## src/rtl/ram_rd_pkg.sv

```systemverilog
// Shared types and width helpers for the RAM burst reader.
package ram_rd_pkg;

  typedef enum logic [1:0] {
    IDLE  = 2'd0,
    ISSUE = 2'd1,
    DRAIN = 2'd2
  } rd_state_t;

  localparam int DEFAULT_FIFO_DEPTH = 4;

  // Pointer width for a power-of-two FIFO; never narrower than one bit.
  function automatic int ptr_width(input int depth);
    return (depth > 1) ? $clog2(depth) : 1;
  endfunction

  // Width that can hold every value from 0 up to and including depth.
  function automatic int credit_width(input int depth);
    return $clog2(depth) + 1;
  endfunction

  localparam int CREDIT_W = credit_width(DEFAULT_FIFO_DEPTH);

endpackage

```

## src/rtl/ram_rd_fifo.sv

```systemverilog
// Synchronous output FIFO for the RAM burst reader; stores {last,data}
// entries and exposes an occupancy count for the credit check.
module ram_rd_fifo
  import ram_rd_pkg::*;
#(
  parameter int DATA_WIDTH = 10,
  parameter int DEPTH      = 4
) (
  input  logic                           clk,
  input  logic                           rst,
  input  logic                           push,
  input  logic [DATA_WIDTH-1:0]          push_data,
  input  logic                           push_last,
  input  logic                           pop,
  output logic [DATA_WIDTH-1:0]          head_data,
  output logic                           head_last,
  output logic                           empty,
  output logic [credit_width(DEPTH)-1:0] count
);

  localparam int PW = ptr_width(DEPTH);
  localparam int CW = credit_width(DEPTH);

  logic [DATA_WIDTH:0] mem [DEPTH];
  logic [PW-1:0]       wr_ptr;
  logic [PW-1:0]       rd_ptr;
  logic                full;
  logic                do_pop;

  assign empty  = (count == '0);
  assign full   = (count == CW'(DEPTH));
  assign do_pop = pop && !empty;

  // The head is forced to zero while empty so idle outputs read as zero.
  always_comb begin
    head_data = '0;
    head_last = 1'b0;
    if (!empty) begin
      head_data = mem[rd_ptr][DATA_WIDTH-1:0];
      head_last = mem[rd_ptr][DATA_WIDTH];
    end
  end

  // Storage is not reset; only pointers and count define what is valid.
  always_ff @(posedge clk) begin
    if (push) begin
      mem[wr_ptr] <= {push_last, push_data};
    end
  end

  // Pointer and occupancy tracking; a push into a full FIFO is only legal
  // when a pop frees the slot in the same cycle.
  always_ff @(posedge clk or posedge rst) begin
    if (rst) begin
      wr_ptr <= '0;
      rd_ptr <= '0;
      count  <= '0;
    end else begin
      assert (!(push && full && !do_pop));
      if (push) begin
        wr_ptr <= wr_ptr + PW'(1);
      end
      if (do_pop) begin
        rd_ptr <= rd_ptr + PW'(1);
      end
      case ({push, do_pop})
        2'b10:   count <= count + CW'(1);
        2'b01:   count <= count - CW'(1);
        default: count <= count;
      endcase
    end
  end

endmodule

```

## src/rtl/ram_burst_reader.sv

```systemverilog
// Burst read initiator for the on-chip RAM: takes a (base, length) command,
// issues one read per cycle within the output FIFO's credit, and streams
// the returned words out on a valid/ready interface.
// Optional feature macro: RAM_RD_STRIDE_EN adds a per-command address stride
// (cmd_stride); without it the stride is fixed at 1.
module ram_burst_reader
  import ram_rd_pkg::*;
#(
  parameter int DATA_WIDTH = 10,
  parameter int ADDR_WIDTH = 12,
  parameter int RD_LATENCY = 1,
  parameter int FIFO_DEPTH = DEFAULT_FIFO_DEPTH
) (
  input  logic                  clk,
  input  logic                  rst,
  input  logic                  cmd_valid,
  output logic                  cmd_ready,
  input  logic [ADDR_WIDTH-1:0] cmd_base_addr,
  input  logic [ADDR_WIDTH-1:0] cmd_len_m1,
`ifdef RAM_RD_STRIDE_EN
  input  logic [ADDR_WIDTH-1:0] cmd_stride,
`endif
  output logic                  mem_read_req,
  output logic [ADDR_WIDTH-1:0] mem_read_addr,
  input  logic [DATA_WIDTH-1:0] mem_read_data,
  output logic                  m_valid,
  input  logic                  m_ready,
  output logic [DATA_WIDTH-1:0] m_data,
  output logic                  m_last,
  output logic                  busy,
  output logic                  done
);

  localparam int CW = credit_width(FIFO_DEPTH);

  if (RD_LATENCY < 1 || RD_LATENCY > 4 || FIFO_DEPTH < RD_LATENCY + 1 ||
      (FIFO_DEPTH & (FIFO_DEPTH - 1)) != 0) begin : g_bad_cfg
    $error("ram_burst_reader: illegal RD_LATENCY/FIFO_DEPTH combination");
  end

  rd_state_t             state;
  logic [ADDR_WIDTH-1:0] addr;
  logic [ADDR_WIDTH-1:0] remaining;
  logic [ADDR_WIDTH-1:0] stride;
  logic [RD_LATENCY-1:0] pipe_valid;
  logic [RD_LATENCY-1:0] pipe_last;
  logic [CW-1:0]         in_flight;
  logic [CW-1:0]         fifo_count;
  logic [CW:0]           outstanding;
  logic                  credit_ok;
  logic                  issue;
  logic                  last_issue;
  logic                  push;
  logic                  pop;
  logic                  fifo_empty;

`ifdef RAM_RD_STRIDE_EN
  logic [ADDR_WIDTH-1:0] stride_q;
  assign stride = stride_q;
`else
  assign stride = ADDR_WIDTH'(1);
`endif

  // Every word either still travelling through the RAM or sitting in the
  // FIFO holds one credit; a read is only issued while a slot is guaranteed.
  always_comb begin
    in_flight = '0;
    for (int i = 0; i < RD_LATENCY; i++) begin
      in_flight = in_flight + CW'(pipe_valid[i]);
    end
    outstanding = {1'b0, in_flight} + {1'b0, fifo_count};
    credit_ok   = (outstanding < (CW + 1)'(FIFO_DEPTH));
  end

  assign issue         = (state == ISSUE) && credit_ok;
  assign last_issue    = issue && (remaining == '0);
  assign mem_read_req  = issue;
  assign mem_read_addr = addr;
  assign cmd_ready     = (state == IDLE);
  assign busy          = (state != IDLE);
  assign push          = pipe_valid[RD_LATENCY-1];
  assign m_valid       = !fifo_empty;
  assign pop           = m_valid && m_ready;
  assign done          = pop && m_last;

  // Burst control: latch the command, walk the address per issued read and
  // hold in DRAIN until the final word has been handed downstream.
  always_ff @(posedge clk or posedge rst) begin
    if (rst) begin
      state     <= IDLE;
      addr      <= '0;
      remaining <= '0;
`ifdef RAM_RD_STRIDE_EN
      stride_q  <= '0;
`endif
    end else begin
      case (state)
        IDLE: begin
          if (cmd_valid) begin
            addr      <= cmd_base_addr;
            remaining <= cmd_len_m1;
`ifdef RAM_RD_STRIDE_EN
            stride_q  <= cmd_stride;
`endif
            state     <= ISSUE;
          end
        end
        ISSUE: begin
          if (issue) begin
            addr <= addr + stride;
            if (remaining == '0) begin
              state <= DRAIN;
            end else begin
              remaining <= remaining - ADDR_WIDTH'(1);
            end
          end
        end
        DRAIN: begin
          if (done) begin
            state <= IDLE;
          end
        end
        default: state <= IDLE;
      endcase
    end
  end

  // Latency pipe mirrors the RAM's read delay so returning data can be
  // tagged valid/last; clearing it on reset discards in-flight returns.
  always_ff @(posedge clk or posedge rst) begin
    if (rst) begin
      pipe_valid <= '0;
      pipe_last  <= '0;
    end else begin
      pipe_valid[0] <= issue;
      pipe_last[0]  <= last_issue;
      for (int i = 1; i < RD_LATENCY; i++) begin
        pipe_valid[i] <= pipe_valid[i-1];
        pipe_last[i]  <= pipe_last[i-1];
      end
    end
  end

  ram_rd_fifo #(
    .DATA_WIDTH(DATA_WIDTH),
    .DEPTH     (FIFO_DEPTH)
  ) u_fifo (
    .clk      (clk),
    .rst      (rst),
    .push     (push),
    .push_data(mem_read_data),
    .push_last(pipe_last[RD_LATENCY-1]),
    .pop      (pop),
    .head_data(m_data),
    .head_last(m_last),
    .empty    (fifo_empty),
    .count    (fifo_count)
  );

endmodule

```

## config.mk

```make
export PLATFORM = sky130hd
export DESIGN_NAME = ram_burst_reader
export DESIGN_NICKNAME = d
export VERILOG_FILES = /design/src/rtl/ram_rd_pkg.sv /design/src/rtl/ram_rd_fifo.sv /design/src/rtl/ram_burst_reader.sv
export SDC_FILE = /design/constraint.sdc
export NUM_CORES = 1
export LEC_CHECK = 0
export CORE_MARGIN = 2
export CORE_UTILIZATION = 40
export CTS_BUF_LIST = sky130_fd_sc_hd__clkbuf_8
export CTS_CLUSTER_DIAMETER = 200
export DETAILED_ROUTE_END_ITERATION = 8
export GPL_TIMING_DRIVEN = 0
export HOLD_SLACK_MARGIN = 0.08
export PLACE_DENSITY = 0.68
export SLEW_MARGIN = 20
export SYNTH_ARGS = -nofsm -noshare
export SYNTH_HDL_FRONTEND = slang
export SYNTH_SLANG_ARGS = --single-unit
```

## constraint.sdc

```tcl
create_clock -name clk -period 2.38 [get_ports clk]
set_input_delay 0.595 -clock clk [delete_from_list [all_inputs] [get_ports clk]]
set_output_delay 0.595 -clock clk [all_outputs]
set_load 0.05 [all_outputs]
```

### After elaboration in Yosys (flattened, before gate mapping)

Memory sizes are Yosys's and may differ from the RTL's.
Index checks and enable logic that the tools add are counted.

| storage, ports and cells | value |
|---|---|
| flip-flop bits (word level) | 35 |
| input port bits | 38 |
| output and inout port bits | 28 |
| ROM bits | 0 |
| memory bits (writable) | 44 |
| memories | 1 |
| logic and storage cells | 58 |
| latch bits | 0 |

| cells by class | value |
|---|---|
| equal/unequal tests | 9 |
| multiply operators | 0 |
| div/mod/pow operators | 0 |
| shift operators | 0 |
| $add $sub $neg | 7 |
| multiplexer cells | 17 |
| reductions and logical operators | 15 |
| magnitude comparators | 1 |
| bitwise gates (word level) | 0 |

Memories:

| memory | words | bits a word | rd ports | clocked after memory_dff | write ports | line | source |
|---|---|---|---|---|---|---|---|
| u_fifo.mem | 4 | 11 | 1 | 0 | 1 | ram_rd_fifo.sv:24 | `logic [DATA_WIDTH:0] mem [DEPTH];` |

Operator list:

| kind | count |
|---|---|
| $mux 12 | 5 |
| $pmux 12 s2 | 2 |
| $add 12x1->12 const B | 1 |
| $logic_not 12->1 | 1 |
| $sub 12x1->12 const B | 1 |
| $mux 10 | 1 |
| $mux 2 | 4 |
| $ne 2x2->1 const B | 4 |
| $reduce_and 4->1 | 2 |
| $pmux 2 s3 | 1 |
| $pmux 3 s2 | 1 |
| $reduce_bool 2->1 | 3 |
| $logic_and 1x1->1 | 5 |
| $add 1x3->4 | 1 |
| $add 2x1->2 const B | 2 |
| $eq 2x1->1 const B | 2 |
| $eq 2x2->1 const B | 2 |
| $lt 4x3->1 const B | 1 |
| $add 3x1->3 const B | 1 |
| $logic_not 3->1 | 1 |
| $mux 1 | 3 |
| $reduce_and 3->1 | 1 |
| $sub 3x1->3 const B | 1 |
| $logic_not 2->1 | 1 |
| 2 further kinds | 2 |

### Depth between registers and ports, before layout

| logic depth | value |
|---|---|
| depth after elaboration | 6 |
| gate-level depth with buffers | 9 |
| depth with buffers taken out | 8 |

### Modules after synthesis

A second synthesis with hierarchy kept.

| second synthesis, totals | value |
|---|---|
| cells, all modules | 326 |
| area total of the unflattened synthesis | 3973.8 um^2 |

Modules (own cells, without submodules):

| module | cells each | seq. area each (um^2) | instances | area an instance (um^2) |
|---|---|---|---|---|
| ram_rd_fifo | 107 | 1496.4 | 1 | 2138.3 |
| ram_burst_reader | 219 | 700.7 | 1 | 1835.5 |

### Worst setup path after synthesis

Ideal clock, no wire load.

| path | value |
|---|---|
| path kind | reg-to-output |
| start point | register pipe_valid |
| end point | output mem_read_req |
| data arrival time | 1.940 ns |
| slack | -0.155 ns |
| cell stages (with the launch flop) | 5 |
| required time | 1.785 ns |
| cell sequence | dfrtp_1 -> buf_2 -> and3_1 -> buf_2 -> nor3_1 |

| on the way | value |
|---|---|
| word-level cells in the longest chain between the ends | 3 |

Ends and longest elaborated chain:

| element | line | source |
|---|---|---|
| start, declared | ram_burst_reader.sv:45 | `logic [RD_LATENCY-1:0] pipe_valid;` |
| start signal, assigned by index | ram_burst_reader.sv:138 | `pipe_valid[i] <= pipe_valid[i-1];` |
| $add 1x3->4 | ram_burst_reader.sv:71 | `outstanding = {1'b0, in_flight} + {1'b0, fifo_count};` |
| $lt 4x3->1 | ram_burst_reader.sv:72 | `credit_ok = (outstanding < (CW + 1)'(FIFO_DEPTH));` |
| $logic_and 1x1->1 | ram_burst_reader.sv:75 | `assign issue = (state == ISSUE) && credit_ok;` |
| end, declared | ram_burst_reader.sv:23 | `output logic mem_read_req,` |

Every way passes these cells.

### Worst setup path after layout

| path | value |
|---|---|
| start point | register u_fifo.rd_ptr[0] |
| end point | output m_data[3] |

| on the way | value |
|---|---|
| word-level cells in the longest chain between the ends | 2 |

Ends and longest elaborated chain:

| element | line | source |
|---|---|---|
| start, declared | ram_rd_fifo.sv:26 | `logic [PW-1:0] rd_ptr;` |
| start signal, assigned | ram_rd_fifo.sv:64 | `rd_ptr <= rd_ptr + PW'(1);` |
| $mem_v2 4x11 | - |  |
| $mux 10 | ram_rd_fifo.sv:38 | `if (!empty) begin` |
| end, declared | ram_burst_reader.sv:28 | `output logic [DATA_WIDTH-1:0] m_data,` |

Every way passes these cells.

==> flow_metrics.env <==
export IMPL_status="finished clean"
export IMPL_vias=2800
export IMPL_synth_most_common_cell="edfxtp_1"
export IMPL_grt_overflow_total=0
export IMPL_slew_headroom_pct=60.90
export IMPL_grt_pass1_wl_mm=14.02
export IMPL_htree_levels=3
export IMPL_worst_pin_slew_ns=0.5865
export IMPL_cts_hold_buf=0
export IMPL_syn_nets=356
export IMPL_path_clk_slew_ns=0.08
export IMPL_final_setup_worst_slack_ns=0.006483
export IMPL_period_share_pct=99.73
export IMPL_grt_pass1_vias=2840
export IMPL_hold_depth=0
export IMPL_start_util_pct=41.49
export IMPL_avgSynthCellArea_sq_um=12.52
export IMPL_netlist_instances=309
export IMPL_ys_async_sr_fraction_pct=44.30
export IMPL_port_buffer_count=65
export IMPL_ff2ff_setup_slack_ns=0.39
export IMPL_max_stage_delay_ns=0.49
export IMPL_leakage_nw=1.904
export IMPL_synth_commonest_cells="44 x edfxtp_1, 35 x dfrtp_1, 23 x a21oi_1"
export IMPL_drt_iter0_drc=144
export IMPL_crit_required_ns=1.78
export IMPL_worstReg2RegEnd="u_fifo.count[1]"
export IMPL_dp_hpwl_mm=5.955
export IMPL_crit_chain="buf_12, mux4_2, and2_4, buf_6"
export IMPL_slew_viol_final=0
export IMPL_critPathKind="flip-flop to output port"
export IMPL_ys_seq_elements=79
export IMPL_r2r_start="u_fifo.count[0]"
export IMPL_crit_fanout=9
export IMPL_insertion_delay_ns=0.35
export IMPL_num_fill_cells=820
export IMPL_hold_path_class="flip-flop to flip-flop"
export IMPL_start_kind="flip-flop"
export IMPL_syn_cell_area_sq_mm=0.003870
export IMPL_post_drt_wl_per_cell_microns=16.36
export IMPL_place_gp_congestion=0.8468
export IMPL_crit_slowest_cell="mux4_2"
export IMPL_period_needed_ns=2.374
export IMPL_clock_sinks=79
export IMPL_critPathBufInv=2
export IMPL_drv_cap=0
export IMPL_synthFlopType="edfxtp_1"
export IMPL_synth_top_area_share_pct=34.14
export IMPL_rsz0062_at_grt="true"
export IMPL_clockBufferDepth=2
export IMPL_synth_edf_count=44
export IMPL_track_usage_pct=17.51
export IMPL_max_freq_mhz=421.3
export IMPL_antenna_found_initial=0
export IMPL_drt_pass1_iterations=4
export IMPL_ios=66
export IMPL_die_area_sq_mm=0.01048
export IMPL_hold_viol=0
export IMPL_cts_tree="built"
export IMPL_dieWidth_microns=102.4
export IMPL_ys_types=58
export IMPL_drc=0
export IMPL_total_power_mw=7.349
export IMPL_finClkSkew_ns=0.01173
export IMPL_hold_start="pipe_last"
export IMPL_peakVddDrop_v=0.0007726
export IMPL_core_area_sq_mm=0.009328
export IMPL_row_count=35
export IMPL_cts_root_buffer="clkbuf_8"
export IMPL_yosysSeqAreaShare_pct=56.77
export IMPL_routed_wl_mm=8.525
export IMPL_layout_drive_gt1_share_pct=22.19
export IMPL_synth_largest_area_cell="edfxtp_1"
export IMPL_setup_viol=0
export IMPL_dieHeight_microns=102.4
export IMPL_ys_top_cells_by_area="edfxtp_1 34%, dfrtp_1 23%, mux4_2 6.4%"
export IMPL_antenna_left=0
export IMPL_vias_per_cell=5.374
export IMPL_critPathTopFamily="multiplexers"
export IMPL_grt_max_degree=25
export IMPL_antenna_cells=0
export IMPL_finalNetCount=434
export IMPL_crit_arrival_ns=1.78
export IMPL_hold_end="u_fifo.mem[1][10]"
export IMPL_rr_worst_depth=6
export IMPL_post_place_ws_ns=-0.5039
export IMPL_yosys_warnings=0
export IMPL_power_per_cell_area_mw_per_mm2=1463
export IMPL_synthToLayoutAreaGrowth_pct=29.81
export IMPL_cts_buffers=9
export IMPL_cp_end_kind="output port"
layout by cell type, fill, tap and decap left out, types with 3 or more instances in the layout:
cell type / Yosys / routed
clkdlybuf4s50_1: 0 / 49
edfxtp_1: 44 / 44
dfrtp_1: 35 / 33
a21oi_1: 23 / 23
nor2_1: 17 / 16
inv_1: 14 / 14
nand2_1: 11 / 11
mux4_2: 11 / 11
buf_6: 1 / 11
buf_2: 8 / 10
o21ai_0: 10 / 10
clkbuf_8: 0 / 9
and2_1: 16 / 8
and2_4: 0 / 8
ha_1: 8 / 8
nand3_1: 7 / 7
nor4_1: 6 / 6
o21ai_1: 6 / 6
and4_1: 5 / 5
o22ai_1: 5 / 5
buf_4: 1 / 5
nor3_1: 6 / 5
xor2_1: 4 / 4
o2bb2ai_1: 4 / 4
a31oi_1: 4 / 4
nor2b_1: 3 / 3
nand4_1: 3 / 3
mux2i_1: 3 / 3
clkbuf_4: 1 / 3
a22oi_1: 3 / 3
nor3_2: 2 / 3
o31ai_1: 3 / 3
o211ai_1: 3 / 3
bufinv_16: 0 / 3
report_power, final:
part | internal (mW) | switching, mW
registers | 1.93 | 0.388
logic | 1.56 | 2.27
clock network | 0.702 | 0.505
total | 4.19 | 3.16
kinds of logic (layout without fill, tap and decap cells):
kind of cell               Yosys count  count (layout)  share of synthesized area (%)
DFF                                 79              79                          56.77
muxes                               14              14                          7.178
adders and majority gates            9               9                          3.104
buffers and inverters               32             115                          3.751
xor gates and xnor gates             6               6                          1.358
and+or+nand+nor                     91              91                          14.32
AOI/OAI and AO/OA                   78              78                          13.51
metal layers:
layer	part of all wire, %	track usage [%]
met2	50	30.31
met1	43	21.94
met4	0.86	4.513
met3	5.6	4.583
met5	0	0
worst max-delay path by stage:
stage / from / to / slack, ns / depth (start not counted)
3_3_place_gp: u_fifo.rd_ptr[0] / m_data[8] / -0.48 / 4
4_1_cts: u_fifo.rd_ptr[0] / m_data[2] / -0.03 / 4
3_5_place_dp: u_fifo.rd_ptr[0] / m_data[3] / -0.50 / 4
2_1_floorplan: state[0] / busy / 0.18 / 4
5_1_grt: u_fifo.rd_ptr[0] / m_data[2] / -0.08 / 4
6_report: u_fifo.rd_ptr[0] / m_data[3] / 0.006 / 4
area by class of cell:
type	instances	area (sq um)	area share, %
buffer	16	106.4	2.117
inverter	14	52.55	1.046
clock inverter	7	121.4	2.416
tap	129	161.4	3.213
clock buffer	9	123.9	2.466
sequential	79	2200	43.79
timing repair buffer	69	693.2	13.80
multi-input combinational	198	1565	31.16
metrics by stage:
| stage | cells | util [%] | area (sq um) | hold WS (ns) | setup TNS [ns] |
|---|---|---|---|---|---|
| final | 521 | 53.86 | 5024 | 0.4964 | 0 |
| after global routing | 521 | 53.86 | 5024 | 0.5083 | -0.5860 |
| after CTS | 522 | 53.84 | 5022 | 0.4977 | -0.1297 |
| after detailed placement | 504 | 50.50 | 4711 | 0.4810 | -5.742 |
| after global placement | 503 | 50.29 | 4691 | 0.4662 | -5.469 |
| after floorplan | 309 | - | 3879 | 0.4547 | 0 |
sequential cells by signal, summed over array words and instances, names as in the netlist:
name,count
u_fifo.mem,44
mem_read_addr,12
remaining,12
u_fifo.count,3
state,2
u_fifo.rd_ptr,2
u_fifo.wr_ptr,2
pipe_last,1
pipe_valid,1
what timing repair did:
action | CTS | global route
resized for setup | 112 | 7
endpoints found under the hold margin | 0 | 0
endpoints found under the setup margin | 16 | 15
setup buffers | 3 | 0
Power figures use the tool's default switching activity.
